File: config.mk
export PLATFORM = sky130hd
export DESIGN_NAME = mux_nx1_scan_flat
export DESIGN_NICKNAME = d
export VERILOG_FILES = /design/src/rtl/mux_nx1_scan_if.sv /design/src/rtl/mux_nx1_scan.sv /design/src/flat_wrapper.sv
export SDC_FILE = /design/constraint.sdc
export NUM_CORES = 1
export LEC_CHECK = 0
export ABC_AREA = 0
export CAP_MARGIN = 30
export CORE_ASPECT_RATIO = 1.1
export CORE_MARGIN = 2
export CORE_UTILIZATION = 49
export DETAILED_ROUTE_END_ITERATION = 7
export PLACE_DENSITY_LB_ADDON = 0.05
export SYNTH_ARGS = -nofsm -noshare
export SYNTH_HDL_FRONTEND = slang
export SYNTH_SLANG_ARGS = --single-unit
File: constraint.sdc
create_clock -name clk -period 2.2 [get_ports clk]
set_input_delay 0.44 -clock clk [delete_from_list [all_inputs] [get_ports clk]]
set_output_delay 0.44 -clock clk [all_outputs]
set_load 0.02 [all_outputs]
File: src/rtl/mux_nx1_scan_if.sv
// Channel bus for mux_nx1_scan: N*W input lanes plus control, tagged registered output.
interface mux_nx1_scan_if #(
   parameter int unsigned N = 4,
   parameter int unsigned W = 1
);
   localparam int unsigned SELW = $clog2(N);

   logic [N*W-1:0]  in_bus;
   logic            mode;
   logic [SELW-1:0] sel;
   logic            hold;
   logic [W-1:0]    out;
   logic [SELW-1:0] out_ch;
   logic            out_valid;
   logic            wrap;

   modport master (
      output in_bus, mode, sel, hold,
      input  out, out_ch, out_valid, wrap
   );

   modport slave (
      input  in_bus, mode, sel, hold,
      output out, out_ch, out_valid, wrap
   );
endinterface

File: src/rtl/mux_nx1_scan.sv
// N-channel W-bit registered multiplexer with MANUAL select and round-robin SCAN modes.
// Output is tagged with the source channel index, a valid flag and a wrap pulse.
module mux_nx1_scan #(
   parameter int unsigned N     = 4,
   parameter int unsigned W     = 1,
   parameter int unsigned DWELL = 4
) (
   input logic           clk,
   input logic           rst_n,
   mux_nx1_scan_if.slave bus
);
   localparam int unsigned SELW = $clog2(N);
   localparam logic [SELW-1:0] LAST_CH    = SELW'(N - 1);
   localparam logic [7:0]      DWELL_LAST = 8'(DWELL - 1);

   typedef enum logic {
      ST_MANUAL = 1'b0,
      ST_SCAN   = 1'b1
   } state_e;

   state_e          state_q, state_d;
   logic [SELW-1:0] ch_q, ch_d;
   logic [7:0]      dwell_q, dwell_d;
   logic [W-1:0]    out_q, out_d;
   logic [SELW-1:0] out_ch_q, out_ch_d;
   logic            valid_q, valid_d;
   logic            wrap_q, wrap_d;

   logic [W-1:0]    chan [N];
   logic            sel_ok;

   for (genvar k = 0; k < int'(N); k++) begin : g_chan
      assign chan[k] = bus.in_bus[k*W +: W];
   end

   function automatic logic [W-1:0] pick(input logic [SELW-1:0] idx);
      logic [W-1:0] r;
      r = '0;
      for (int unsigned k = 0; k < N; k++) begin
         if (SELW'(k) == idx) r = chan[k];
      end
      return r;
   endfunction

   // sel can exceed N-1 only when N is not a power of two
   assign sel_ok = (32'(bus.sel) < N);

   // Next-state and output selection; SCAN output follows the post-advance channel so
   // every channel (including the first after entry) is shown exactly DWELL cycles.
   always_comb begin
      state_d  = state_q;
      ch_d     = ch_q;
      dwell_d  = dwell_q;
      out_d    = '0;
      out_ch_d = '0;
      valid_d  = 1'b0;
      wrap_d   = 1'b0;

      unique case (state_q)
         ST_MANUAL: begin
            ch_d    = '0;
            dwell_d = '0;
            if (bus.mode) begin
               state_d = ST_SCAN;
               out_d   = chan[0];
               valid_d = 1'b1;
            end else if (sel_ok) begin
               out_d    = pick(bus.sel);
               out_ch_d = bus.sel;
               valid_d  = 1'b1;
            end
         end

         ST_SCAN: begin
            if (!bus.mode) begin
               state_d = ST_MANUAL;
               ch_d    = '0;
               dwell_d = '0;
               if (sel_ok) begin
                  out_d    = pick(bus.sel);
                  out_ch_d = bus.sel;
                  valid_d  = 1'b1;
               end
            end else begin
               if (!bus.hold) begin
                  if (dwell_q != DWELL_LAST) begin
                     dwell_d = dwell_q + 8'd1;
                  end else begin
                     dwell_d = '0;
                     ch_d    = (ch_q == LAST_CH) ? '0 : ch_q + SELW'(1);
                     wrap_d  = (ch_q == LAST_CH);
                  end
               end
               out_d    = pick(ch_d);
               out_ch_d = ch_d;
               valid_d  = 1'b1;
            end
         end

         default: state_d = ST_MANUAL;
      endcase
   end

   always_ff @(posedge clk or negedge rst_n) begin
      if (!rst_n) begin
         state_q  <= ST_MANUAL;
         ch_q     <= '0;
         dwell_q  <= '0;
         out_q    <= '0;
         out_ch_q <= '0;
         valid_q  <= 1'b0;
         wrap_q   <= 1'b0;
      end else begin
         state_q  <= state_d;
         ch_q     <= ch_d;
         dwell_q  <= dwell_d;
         out_q    <= out_d;
         out_ch_q <= out_ch_d;
         valid_q  <= valid_d;
         wrap_q   <= wrap_d;
      end
   end

   assign bus.out       = out_q;
   assign bus.out_ch    = out_ch_q;
   assign bus.out_valid = valid_q;
   assign bus.wrap      = wrap_q;
endmodule

File: src/flat_wrapper.sv
// flat-port wrapper written by rule: the top's interface ports become plain ports
module mux_nx1_scan_flat 
#(
   parameter int unsigned N     = 4,
   parameter int unsigned W     = 1,
   parameter int unsigned DWELL = 4
)
  (clk, rst_n, bus_in_bus, bus_mode, bus_sel, bus_hold, bus_out, bus_out_ch, bus_out_valid, bus_wrap);
  mux_nx1_scan_if #(.N(N), .W(W)) bus_i ();
  input logic clk;
  input logic rst_n;
  input wire logic [$bits(bus_i.in_bus)-1:0] bus_in_bus;
  input wire logic [$bits(bus_i.mode)-1:0] bus_mode;
  input wire logic [$bits(bus_i.sel)-1:0] bus_sel;
  input wire logic [$bits(bus_i.hold)-1:0] bus_hold;
  output wire logic [$bits(bus_i.out)-1:0] bus_out;
  output wire logic [$bits(bus_i.out_ch)-1:0] bus_out_ch;
  output wire logic [$bits(bus_i.out_valid)-1:0] bus_out_valid;
  output wire logic [$bits(bus_i.wrap)-1:0] bus_wrap;
  assign bus_i.in_bus = bus_in_bus;
  assign bus_i.mode = bus_mode;
  assign bus_i.sel = bus_sel;
  assign bus_i.hold = bus_hold;
  assign bus_out = bus_i.out;
  assign bus_out_ch = bus_i.out_ch;
  assign bus_out_valid = bus_i.out_valid;
  assign bus_wrap = bus_i.wrap;
  mux_nx1_scan #(.N(N), .W(W), .DWELL(DWELL)) u_core (.clk(clk), .rst_n(rst_n), .bus(bus_i));
endmodule
==> flow_summary.ini <==
[outcome]
status = complete, no violations

[detailed_routing]
num_vias = 611
wire_per_inst_um = 13.0
dr.pass1.iters = 2
drc = 0
totalWireLength_mm = 1.49
avgViaCountPerCell = 5.31
ant_nets = 0
first_iter_violations = 7

[setup_path]
critPathLaunch = u_core.dwell_q[0]
path_class = reg2reg
critPathTopFamily = simple AND/OR/NAND/NOR gates
cp-start-kind = flop
r2r_slack_ns = 0.26
cp_num_buf_inv = 0
end_kind = flop
critical_path.max_stage_delay_ns = 0.42
worstPathCellList = ha_1 -> nor4b_4 -> and3_2 -> or2_1 -> a211o_1 -> a31o_1
critical_path_arrival_ns = 2.12
critPathMaxFanout = 5
worstRegToRegCells = 6
reg2reg_from = u_core.dwell_q[0]
slowest_stage = dfrtp_1
cp_data_required_time_ns = 2.38
worstReg2RegEnd = u_core.bus.out

[yosys]
yosys.area_share.simple = 0.240
synth_top_area_frac = 0.490
ys_warn_count = 0
ys_seq_area_frac = 0.490
ys_ff_latch = 16
synth-xor-area-share = 0.0643
synth_cells = 77
synth_nets = 89
synthAdderAreaFrac = 0.0306
synthMuxAreaShare = 0.0398
ys_types = 29
synth_top_family_by_area = simple AND/OR/NAND/NOR gates
syn_area_um2 = 817
yosys-top-cells-area = dfrtp_1, xor2_1, nor2_1, ha_1, o21ai_0
synth.avg_cell_area_um2 = 10.6
yosys.area.top_type = dfrtp_1
synth-compound-area-share = 0.112

[cells_and_area]
multi_input_area_um2 = 402
drive_gt1_frac = 0.143
seqCellArea_um2 = 400
area_growth_syn_to_layout_pct = 27.0
nets = 111
fill_cells = 130
final_cells = 115
antennaDiodeCount = 0

[timing]
setup_violations = 0
fmax_ghz = 0.516
timing.hold.ws_ns = 0.441
finalMaxSlewViolations = 0
hold_violations = 0
finalCriticalPeriod_ns = 1.94
timing.final.crit_share = 0.881
fin_worst_skew_ns = 0.00782
rsz0062_at_grt = false

[die]
die_h_um = 46.8
core_mm2 = 0.00156
ios = 15
floorplan.initialDensity = 0.524
die_area_mm2 = 0.00201
die_w_um = 42.9
rows = 15

[clock_network]
cts_resized = 0
hold_buffers = 0
cts-root-buf = clkbuf_4
clkTransAtPathRegs_ns = 0.09
tritoncts = built
cts_buffers = 3
clk_latency_ns = 0.28
htree_levels = 1
clk_path_buf_depth = 2
postCtsSetupBuffers = 0
clock_sinks = 16

[placement]
port-buffer-count = 14
gp_congestion = 0.811
placed_cells = 111
dp_hpwl_mm = 1.17

[grt]
antenna_found_initial = 0
first_global_vias = 569
grt_usage = 0.168
grt_max_degree = 10
grt_overflow = 0
grt_pass1_wl_mm = 2.44

[power_and_ir_drop]
ir_drop_v = 0.000468
pwr_density_cell_mw_per_mm2 = 537
leakage_nw = 0.461

[hold_path]
hp-class = in2async

[run]
cap_violations = 0
==> state kept, by name (all words and copies together) (netlist names) <==
name                  flops
u_core.dwell_q            8
u_core.bus.out_ch         2
u_core.ch_q               2
u_core.bus.out            1
u_core.bus.out_valid      1
u_core.bus.wrap           1
u_core.state_q            1
==> power by group <==
group,switching [mW],internal (mW)
sequential,0.00384,0.301
clock,0.0885,0.101
combinational,0.0300,0.0338
total,0.122,0.435
==> kinds of logic (layout without fill, tap and decap cells) <==
| logic type | Yosys count | after routing |
|---|---|---|
| AND/OR/NAND/NOR | 33 | 33 |
| other | 1 | 1 |
| adder cells (fa/ha/maj) | 2 | 2 |
| buffers and inverters | 4 | 25 |
| flip-flops | 16 | 16 |
| AO/OA/AOI/OAI | 13 | 13 |
| multiplexers | 2 | 2 |
| XOR/XNOR | 6 | 6 |
==> cells in the final DEF (no fill, tap or decap), types with 2 or more instances in the layout <==
master	count
xor2_1	5
o21ai_0	5
clkdlybuf4s50_1	14
nand2_1	6
dfrtp_1	16
and3_1	2
nand3_1	4
ha_1	2
clkbuf_4	3
inv_1	4
nor2_1	11
buf_4	3
o22ai_1	2
and3_2	2
==> how the worst max path moves through the flow <==
| stage | slack [ns] | depth (start not counted) | to |
|---|---|---|---|
| 2_1_floorplan | 0.39 | 6 | u_core.bus.out |
| 3_3_place_gp | 0.04 | 6 | u_core.bus.out |
| 3_5_place_dp | -0.02 | 6 | u_core.bus.out |
| 4_1_cts | 0.25 | 6 | u_core.bus.out |
| 5_1_grt | 0.14 | 6 | u_core.bus.out |
| 6_report | 0.26 | 6 | u_core.bus.out |
==> metal layers <==
metal | GRT usage | part of all wire | vias up
met3 | 0.0462 | 0.044 | 2
met5 | 0 | 0 | -
met1 | 0.196 | 0.45 | 287
met4 | 0.0545 | 0.0074 | 0
met2 | 0.306 | 0.49 | 11
li1 | - | - | 311
==> final cells by class <==
cell class              count  area share
flip-flops and latches     16       0.386
well taps                  17      0.0205
multi-input cells          57       0.387
repair buffers             17       0.157
clock buffers               4      0.0350
inverters                   4      0.0145
==> synthesized netlist by cell type <==
| cell | n |
|---|---|
| a31o_1 | 1 |
| o22ai_1 | 2 |
| o21ai_0 | 5 |
| a21boi_2 | 1 |
| mux2i_1 | 1 |
| nor4b_4 | 1 |
| xor2_1 | 5 |
| a211o_1 | 1 |
| nand4_1 | 1 |
| a311o_1 | 1 |
| conb_1 | 1 |
| dfrtp_1 | 16 |
| and3_2 | 2 |
| or2_1 | 1 |
| and2_2 | 1 |
| nand2b_1 | 1 |
| o211ai_1 | 1 |
| xnor2_1 | 1 |
| mux4_2 | 1 |
| nor3b_1 | 1 |
| nand3_1 | 4 |
| and3_1 | 2 |
| and2_1 | 1 |
| ha_1 | 2 |
| o21a_1 | 1 |
| nor2_1 | 11 |
| inv_1 | 4 |
| nor4_4 | 1 |
| nand2_1 | 6 |
==> stage by stage <==
stage | TNS, ns | setup slack [ns] | utilization | cell area [um^2] | power [mW]
3_3_place_gp | 0 | 0.0352 | 0.643 | 1000 | 0.374
4_1_cts | 0 | 0.255 | 0.666 | 1040 | 0.562
3_5_place_dp | -0.0224 | -0.0224 | 0.643 | 1000 | 0.374
5_1_grt | 0 | 0.139 | 0.666 | 1040 | 0.581
2_1_floorplan | 0 | 0.389 | - | 817 | 0.334
6_report | 0 | 0.261 | 0.666 | 1040 | 0.557
Note: power is estimated with default switching activity, not from simulation.
